===== config.mk =====
export PLATFORM = sky130hd
export DESIGN_NAME = alu_seq
export DESIGN_NICKNAME = d
export VERILOG_FILES = /design/src/rtl/alu_seq.sv
export SDC_FILE = /design/constraint.sdc
export NUM_CORES = 1
export LEC_CHECK = 0
export ABC_AREA = 1
export BUFFER_PORTS_ARGS = -buffer_cell sky130_fd_sc_hd__buf_2
export CAP_MARGIN = 20
export CORE_ASPECT_RATIO = 1.2
export CORE_MARGIN = 5
export CORE_UTILIZATION = 40
export DETAILED_ROUTE_END_ITERATION = 8
export GPL_ROUTABILITY_DRIVEN = 0
export PLACE_DENSITY = 0.56
export REMOVE_ABC_BUFFERS = 1
export SLEW_MARGIN = 10
export SYNTH_ARGS = -nofsm -noshare
export SYNTH_HDL_FRONTEND = slang
export SYNTH_SLANG_ARGS = --single-unit
export TNS_END_PERCENT = 50

===== constraint.sdc =====
create_clock -name clk -period 2.88 [get_ports clk]
set_input_delay 0.288 -clock clk [delete_from_list [all_inputs] [get_ports clk]]
set_output_delay 0.288 -clock clk [all_outputs]
set_load 0.1 [all_outputs]

===== src/rtl/alu_seq.sv =====
// Registered, handshaked ALU with persistent Z/N/C/V flags, carry-chained ADC/SBB and an iterative shift-add multiplier.
// Latency: single-cycle ops register their result on the accepting edge; MUL/MULH produce their result W edges after acceptance.
// Backpressure: one operation in flight; in_ready drops while multiplying or while a result is held with out_ready low.
//
// Ports: clk/rst_n (rising edge, async active-low reset); in_valid/in_ready/a/b/op issue side;
//        out_valid/out_ready/y/z/n/c/v result side (result and flags held until consumed); busy high in MUL state.
// Optional build macro ALU_SAT_EN: opcodes 0xE/0xF become signed saturating ADD/SUB instead of ADC/SBB.
module alu_seq #(
    parameter int W = 8
) (
    input  logic         clk,
    input  logic         rst_n,
    input  logic         in_valid,
    output logic         in_ready,
    input  logic [W-1:0] a,
    input  logic [W-1:0] b,
    input  logic [3:0]   op,
    output logic         out_valid,
    input  logic         out_ready,
    output logic [W-1:0] y,
    output logic         z,
    output logic         n,
    output logic         c,
    output logic         v,
    output logic         busy
);
    localparam int SHW = $clog2(W);

    localparam logic [3:0] OP_ADD  = 4'h0;
    localparam logic [3:0] OP_SUB  = 4'h1;
    localparam logic [3:0] OP_AND  = 4'h2;
    localparam logic [3:0] OP_OR   = 4'h3;
    localparam logic [3:0] OP_XOR  = 4'h4;
    localparam logic [3:0] OP_NOT  = 4'h5;
    localparam logic [3:0] OP_SLL  = 4'h6;
    localparam logic [3:0] OP_SRL  = 4'h7;
    localparam logic [3:0] OP_SRA  = 4'h8;
    localparam logic [3:0] OP_SLT  = 4'h9;
    localparam logic [3:0] OP_PSA  = 4'hA;
    localparam logic [3:0] OP_PSB  = 4'hB;
    localparam logic [3:0] OP_MUL  = 4'hC;
    localparam logic [3:0] OP_MULH = 4'hD;
    localparam logic [3:0] OP_ADC  = 4'hE;
    localparam logic [3:0] OP_SBB  = 4'hF;

    typedef enum logic {S_IDLE, S_MUL} state_t;

    state_t         r_state;
    state_t         w_state_nxt;

    logic           r_out_valid;
    logic [W-1:0]   r_y;
    logic           r_z, r_n, r_c, r_v;

    logic [W-1:0]   r_ma;
    logic [W-1:0]   r_mb;
    logic           r_mop_hi;
    logic [2*W-1:0] r_acc;
    logic [SHW-1:0] r_cnt;

    logic           w_accept, w_is_mul, w_load_alu, w_start_mul, w_mul_done, w_load;
    logic [W-1:0]   w_b_eff;
    logic           w_cin;
    logic [W:0]     w_sum;
    logic           w_ovf;
    logic [SHW-1:0] w_sh;
    logic [W-1:0]   w_res_y;
    logic           w_res_c, w_res_v;
    logic [2*W-1:0] w_acc_nxt;
    logic [W-1:0]   w_mul_y;
    logic           w_mul_c;
    logic [W-1:0]   w_ld_y;
    logic           w_ld_c, w_ld_v;

    // ---------------- handshake ----------------
    assign in_ready    = (r_state == S_IDLE) && (!r_out_valid || out_ready);
    assign w_accept    = in_valid && in_ready;
    assign w_is_mul    = (op == OP_MUL) || (op == OP_MULH);
    assign w_load_alu  = w_accept && !w_is_mul;
    assign w_start_mul = w_accept && w_is_mul;
    assign w_mul_done  = (r_state == S_MUL) && (r_cnt == SHW'(W-1));
    // The two load sources are exclusive: acceptance requires IDLE, completion happens in MUL.
    assign w_load      = w_load_alu || w_mul_done;

    assign out_valid = r_out_valid;
    assign y         = r_y;
    assign z         = r_z;
    assign n         = r_n;
    assign c         = r_c;
    assign v         = r_v;
    assign busy      = (r_state == S_MUL);

    // ---------------- shared W+1 bit adder ----------------
    // Subtract-type ops feed ~b; carry-in is 1 for plain SUB and the held carry for ADC/SBB.
    always_comb begin
        w_b_eff = b;
        w_cin   = 1'b0;
        case (op)
            OP_SUB: begin w_b_eff = ~b; w_cin = 1'b1; end
`ifdef ALU_SAT_EN
            OP_ADC: begin w_b_eff = b;  w_cin = 1'b0; end
            OP_SBB: begin w_b_eff = ~b; w_cin = 1'b1; end
`else
            OP_ADC: begin w_b_eff = b;  w_cin = r_c;  end
            OP_SBB: begin w_b_eff = ~b; w_cin = r_c;  end
`endif
            default: ;
        endcase
    end

    assign w_sum = {1'b0, a} + {1'b0, w_b_eff} + {{W{1'b0}}, w_cin};
    // Signed overflow: operands (after inversion) agree in sign but the sum does not.
    assign w_ovf = (a[W-1] == w_b_eff[W-1]) && (w_sum[W-1] != a[W-1]);
    assign w_sh  = b[SHW-1:0];

    // ---------------- single-cycle result ----------------
    always_comb begin
        w_res_y = '0;
        w_res_c = 1'b0;
        w_res_v = 1'b0;
        case (op)
            OP_ADD, OP_SUB: begin
                w_res_y = w_sum[W-1:0];
                w_res_c = w_sum[W];
                w_res_v = w_ovf;
            end
`ifdef ALU_SAT_EN
            OP_ADC, OP_SBB: begin
                // Clamp toward the sign of a; carry is meaningless for saturating ops.
                if (w_ovf)
                    w_res_y = a[W-1] ? {1'b1, {(W-1){1'b0}}} : {1'b0, {(W-1){1'b1}}};
                else
                    w_res_y = w_sum[W-1:0];
                w_res_c = 1'b0;
                w_res_v = w_ovf;
            end
`else
            OP_ADC, OP_SBB: begin
                w_res_y = w_sum[W-1:0];
                w_res_c = w_sum[W];
                w_res_v = w_ovf;
            end
`endif
            OP_AND: w_res_y = a & b;
            OP_OR:  w_res_y = a | b;
            OP_XOR: w_res_y = a ^ b;
            OP_NOT: w_res_y = ~a;
            OP_SLL: w_res_y = a << w_sh;
            OP_SRL: w_res_y = a >> w_sh;
            OP_SRA: w_res_y = $signed(a) >>> w_sh;
            OP_SLT: w_res_y = {{(W-1){1'b0}}, ($signed(a) < $signed(b))};
            OP_PSA: w_res_y = a;
            OP_PSB: w_res_y = b;
            default: ;
        endcase
    end

    // ---------------- shift-add multiplier ----------------
    // Step cnt adds a<<cnt when multiplier bit cnt is set; the final step is folded into the load.
    assign w_acc_nxt = r_acc + (r_mb[r_cnt] ? ({{W{1'b0}}, r_ma} << r_cnt) : {(2*W){1'b0}});
    assign w_mul_y   = r_mop_hi ? w_acc_nxt[2*W-1:W] : w_acc_nxt[W-1:0];
    assign w_mul_c   = !r_mop_hi && (w_acc_nxt[2*W-1:W] != {W{1'b0}});

    assign w_ld_y = w_mul_done ? w_mul_y : w_res_y;
    assign w_ld_c = w_mul_done ? w_mul_c : w_res_c;
    assign w_ld_v = w_mul_done ? 1'b0    : w_res_v;

    // ---------------- FSM ----------------
    always_ff @(posedge clk or negedge rst_n) begin
        if (!rst_n) r_state <= S_IDLE;
        else        r_state <= w_state_nxt;
    end

    always_comb begin
        w_state_nxt = r_state;
        case (r_state)
            S_IDLE:  if (w_start_mul) w_state_nxt = S_MUL;
            S_MUL:   if (w_mul_done)  w_state_nxt = S_IDLE;
            default: w_state_nxt = S_IDLE;
        endcase
    end

    // ---------------- multiplier registers ----------------
    always_ff @(posedge clk or negedge rst_n) begin
        if (!rst_n) begin
            r_ma     <= '0;
            r_mb     <= '0;
            r_mop_hi <= 1'b0;
            r_acc    <= '0;
            r_cnt    <= '0;
        end else if (w_start_mul) begin
            r_ma     <= a;
            r_mb     <= b;
            r_mop_hi <= (op == OP_MULH);
            r_acc    <= '0;
            r_cnt    <= '0;
        end else if (r_state == S_MUL) begin
            r_acc    <= w_acc_nxt;
            r_cnt    <= r_cnt + SHW'(1);   // wraps to 0 on the final step
        end
    end

    // ---------------- output / flag register ----------------
    always_ff @(posedge clk or negedge rst_n) begin
        if (!rst_n) begin
            r_out_valid <= 1'b0;
            r_y         <= '0;
            r_z         <= 1'b0;
            r_n         <= 1'b0;
            r_c         <= 1'b0;
            r_v         <= 1'b0;
        end else if (w_load) begin
            r_out_valid <= 1'b1;
            r_y         <= w_ld_y;
            r_z         <= (w_ld_y == {W{1'b0}});
            r_n         <= w_ld_y[W-1];
            r_c         <= w_ld_c;
            r_v         <= w_ld_v;
        end else if (out_ready) begin
            r_out_valid <= 1'b0;
        end
    end

endmodule


# Word level (Yosys, flattened, before mapping)
# Index checks and enable logic that the tools add are counted.
# op_classes
n_mux	21
reduce_logical	21
n_lt_le_gt_ge	2
addsub	4
n_shift	4
n_bitwise	6
eq_ne	18
# op_table
operator	n
$pmux W8 S11	1
$mux W16	3
$eq A4 B4 Y1 const B	8
$mux W8	3
$add A16 B16 Y16	1
$eq A4 B3 Y1 const B	4
$not A8 Y8	2
$shl A8 B3 Y16	1
$add A8 B8 Y9	1
$add A9 B1 Y9	1
$mux W1	9
$and A8 B8 Y8	1
$eq A4 B2 Y1 const B	2
$logic_not A8 Y1	1
$lt A8 B8 Y1	1
$or A8 B8 Y8	1
$reduce_bool A8 Y1	1
$shl A8 B3 Y8	1
$shr A8 B3 Y8	1
$sshr A8 B3 Y8	1
$xor A8 B8 Y8	1
$logic_and A1 B1 Y1	7
$mux W3	2
$eq A4 B1 Y1 const B	1
14 further kinds	21
# word_totals
out_inout_bits	15
regBits	50
wordCells	88
inputBits	24

# Longest topological paths before layout
# logic_depth
word_depth	9
depth_mapped	25
ltp_nobuf	24

# Least setup slack after synthesis
# OpenSTA, ideal clock, no wires.
# synth_path
path_type	register -> register
startpoint	register r_state (netlist: busy)
endpoint	register r_acc[2]
n_path_buf	3
period_less_slack_ps	3477
setup_ps	135
slack_ps	-597
t_required_ps	2745
path_stages_with_launch	10
t_arrival_ps	3342
cell_sequence	dfrtp_1 buf_2 nor2_1 nand2_1 nor2_1 inv_1 buf_2 buf_2 nand3_1 o21ai_0
# synth_between
elab_chain_len	5
elab_cells_between_ends	6
cone_classes	mux (1); bitwise (1); reduce/logical (4)
# synth_lines
element	line_no	rtl
start: declaration	48	state_t r_state;
start signal: assignment	171	else r_state <= w_state_nxt;
$not A1 Y1 (*)	--	
$logic_and A1 B1 Y1 (*)	76	assign in_ready = (r_state == S_IDLE) && (!r_out_valid || out_ready);
via in_ready	14	output logic in_ready,
$logic_and A1 B1 Y1 (*)	77	assign w_accept = in_valid && in_ready;
$logic_and A1 B1 Y1 (*)	80	assign w_start_mul = w_accept && w_is_mul;
$mux W16 or $reduce_bool A2 Y1 (tied branches)	--	
end signal: assignment	198	r_acc <= w_acc_nxt;
end: declaration	58	logic [2*W-1:0] r_acc;
# Mark *: on every way through the listed nets, which the timed path passes. The rest lies on a longest branch.
# A chain may end at the register's enable or synchronous reset.

# Final worst setup path
# layout_path
startpoint	register r_cnt[0]
endpoint	register r_z (netlist: z)
# layout_between
elab_chain_len	7
elab_cells_between_ends	11
cone_classes	add/sub (1); eq/ne (1); shift (1); mux (5); reduce/logical (3)
# layout_lines
element	line_no	rtl
start: declaration	59	logic [SHW-1:0] r_cnt;
start signal: assignment	199	r_cnt <= r_cnt + SHW'(1);
$bmux W1 S3	160	assign w_acc_nxt = r_acc + (r_mb[r_cnt] ? ({{W{1'b0}}, r_ma} << r_cnt) : {(2*W){1'b0}});
$mux W1 (implied by the code)	160	
$mux W16	160	
$add A16 B16 Y16	160	
$mux W8	161	assign w_mul_y = r_mop_hi ? w_acc_nxt[2*W-1:W] : w_acc_nxt[W-1:0];
$mux W8	164	assign w_ld_y = w_mul_done ? w_mul_y : w_res_y;
$logic_not A8 Y1	215	r_z <= (w_ld_y == {W{1'b0}});
end signal: assignment	215	
end: declaration	53	logic r_z, r_n, r_c, r_v;
# Parallel ways exist; a longest one is shown, timed or not. The select of a mux whose other input is x is not followed.

==> summary.md <==
| Metric | Value |
|---|---|
| Peak Freq | 343 MHz |
| Failing checks | setup timing |
| CP arrival | 3150 ps |
| First-pass GRT wire length | 30300 um |
| Synth cell types | 35 |
| # IOs | 39 |
| Type of origin of the critical path | flop |
| HPWL after DPL | 15200 um |
| Ys Warns | 0 |
| Max Root-Sink Buffers | 2 |
| VDD IR-drop max | 0.656 mV |
| Number of cells produced by synthesis | 907 |
| Diode count | 0 |
| Metal2 WL | 9700 um |
| Power per Cell Area | 1060 nW/um^2 |
| CTS Buf Count | 5 |
| Router iterations before antenna repair | 6 |
| Top cells by area, synth | dfrtp_1 23%, nand2_1 21%, ha_1 11%, nand3_1 8.9%, inv_1 7.6% |
| Critical path's most frequent cell | nand2_1 |
| Grt ovf | 0 |
| Slew headroom | 0.534 |
| Fraction of layout cells with a size suffix above 1 | 0.227 |
| Vias in the first global route | 6054 |
| Sink Count | 49 |
| Dpl ws | -221 ps |
| Met3 wire length | 568 um |
| Setup TNS | -32.5 ps |
| Max stage delay on crit path | 460 ps |
| Async SR Flop Fraction | 1.00 |
| Final Net Count | 1096 |
| H-tree Lvls | 2 |
| Buffers on Ports | 38 |
| Top cells by count, synth | 308 x nand2_1, 109 x inv_1, 96 x nand3_1, 90 x nor2_1, 78 x o21ai_0 |
| Skew-Pair Late Insertion Delay | 300 ps |
| Vias per cell | 5.16 |
| PnR worst setup slack | -32.5 ps |
| Hold Vio Cnt, Final | 0 |
| Initial DRC count | 271 |
| DRC violations left | 0 |
| Req. time, crit path | 3120 ps |
| # rows | 46 |
| Post-Syn Area | 5420 um^2 |
| Share of the synthesized area in the top cell type | 0.226 |
| Total core area | 13200 um^2 |
| Most common cell in the netlist | nand2_1 |
| Die area | 16000 um^2 |
| Syn avg cell area | 5.97 um^2 |
| Pwr Total | 0.00748 W |
| Final min period | 2910 ps |
| Final slew viol count | 0 |
| Root buf cell | clkbuf_16 |
| Worst Hold Class | in -> reg |
| TritonCTS clock tree | done |
| Worst slew pin tran | 699 ps |
| Hold Worst Slack | 203 ps |
| Area growth syn-to-layout | 29.8% |
| Final Skew | 5.89 ps |
| Initial antenna violation count | 0 |
| Seq/Total Area, Yosys | 0.226 |
| Cell leakage power | 3.76 nW |
| Die span in x | 116 um |
| Largest net degree at the start of global routing | 34 |
| Clk pin slew, worst setup/hold paths | 70 ps |
| Crit path max fanout | 7 |
| Initial core utilization | 0.409 |
| RSZ-0062 raised after global routing | yes |
| WL final | 19000 um |
| Final setup viols | 1 |
| Synth area leader | dfrtp_1 |
| Via count | 6141 |
| Critical path's slowest cell | dfrtp_2 |
| Wire length per cell | 16.0 um |
| Synth Flop Type | dfrtp_1 |
| Die H | 137 um |
| Fillers | 1426 |
| ANT nets after route | 0 |
| Period utilization | 1.01 |
| Critical-path cell list | clkbuf_16 -> o21ai_4 -> nor2_1 -> a31oi_1 -> nor2_1 -> o21ai_1 -> inv_1 -> ha_4 -> nand2_4 -> buf_6 -> nor2_4 -> nand3_2 -> nand4_1 -> nand3_1 -> nand2_1 -> nand2_1 -> nor2_1 -> nand2_1 -> nor2_1 -> nand2_1 -> nand2_1 |
| CP endpoint kind | flop |
| Max Cap Viol | 0 |
| EDFF count, synth | 0 |
| Fin cells | 1189 |
| Status | complete, but fails checks |
| Post-synthesis register bit count | 49 |
| Metal-1 WL | 7780 um |
| Tot GR Track Use | 0.244 |
| Worst Setup Path Type | reg -> reg |
| # placed instances | 1177 |
| Max layer used | met4 |
==> registers in the layout (all words and copies together), names as in the netlist <==
signal	flops
v	1
busy	1
r_mop_hi	1
y	8
r_ma	8
out_valid	1
c	1
z	1
r_mb	8
r_acc	16
r_cnt	3
==> through the flow <==
step | utilization | cell area, um^2
2_1_floorplan | - | 5280
3_3_place_gp | 0.482 | 6380
3_5_place_dp | 0.482 | 6380
4_1_cts | 0.506 | 6700
5_1_grt | 0.531 | 7030
6_report | 0.531 | 7030
==> cell families (layout without fill, tap and decap cells) <==
kind of cell / count (synthesis) / after routing / share of synthesized area
xor+xnor: 13 / 13 / 0.0210
flops: 49 / 49 / 0.226
buf+inv: 137 / 251 / 0.101
compound gates: 122 / 122 / 0.117
fa+ha+maj: 52 / 52 / 0.124
mux: 1 / 1 / 0.00185
simple gates: 533 / 533 / 0.408
==> layout by cell type (no fill, tap or decap), drive strengths merged, types with 2 or more instances in the layout <==
master	instances
a31oi	5
clkbuf	6
o21a	2
fa	3
inv	110
buf	131
dfrtp	49
nor2	93
nand2	309
xor2	10
nor3	11
ha	49
xnor2	3
nand4	10
or2	4
o211ai	2
a21oi	29
and2	6
nand3b	3
o21ai	80
nand3	96
==> timing repair <==
| item | 4_1_cts | 5_1_grt |
|---|---|---|
| endpoints found under the setup margin | 11 | 19 |
| cloned | 0 | 1 |
| pin swaps | 8 | 43 |
| gates resized for setup | 39 | 84 |
| buffers inserted | 2 | 0 |
| hold buffers | 1 | 0 |
| hold endpoints to repair | 16 | 0 |
==> per-layer routing <==
metal / vias to the layer above / track usage
li1: 3134 / -
met1: 2820 / 0.284
met2: 138 / 0.447
met3: 49 / 0.0167
met4: 0 / 0.121
met5: - / 0
==> worst paths after layout <==
check	startpoint	to	slack, ps	cells after the start
setup / recovery	r_cnt[0]$_DFFE_PN0P_	z$_DFFE_PN0P_	-30	21
hold / removal	out_ready	out_valid$_DFFE_PN0P_	200	2
setup reg to reg	r_cnt[0]$_DFFE_PN0P_	z$_DFFE_PN0P_	-30	21
hold reg to reg	y[0]$_DFFE_PN0P_	y[0]$_DFFE_PN0P_	490	2
max in group asynchronous	rst_n	r_acc[14]$_DFFE_PN0P_	1650	3
min in group asynchronous	rst_n	r_cnt[1]$_DFFE_PN0P_	440	2
==> worst max-delay path, delay by kind of cell, from the launching register on <==
| family | cells | cell delay (ps) |
|---|---|---|
| buffers and inverters | 3 | 390 |
| DFF | 1 | 460 |
| and+or+nand+nor | 14 | 1190 |
| AOI/OAI and AO/OA | 3 | 490 |
| adders and majority gates | 1 | 320 |
==> report_power, final <==
group | leakage, nW | switching (W) | internal, W
clock network | 0.0800 | 0.000286 | 0.000412
registers | 0.609 | 0.000260 | 0.00101
logic | 3.07 | 0.00334 | 0.00217
total | 3.76 | 0.00389 | 0.00360
==> layout make-up <==
class	instances	area [um^2]	share of cell area
Tap cell	168	210	0.0299
Sequential cell	49	1230	0.175
Clock buffer	5	125	0.0178
Clock inverter	3	46.3	0.00658
Multi-Input combinational cell	721	4060	0.578
Inverter	110	413	0.0587
Timing Repair Buffer	133	947	0.135
No activity file was read; power rests on OpenSTA's default activity.
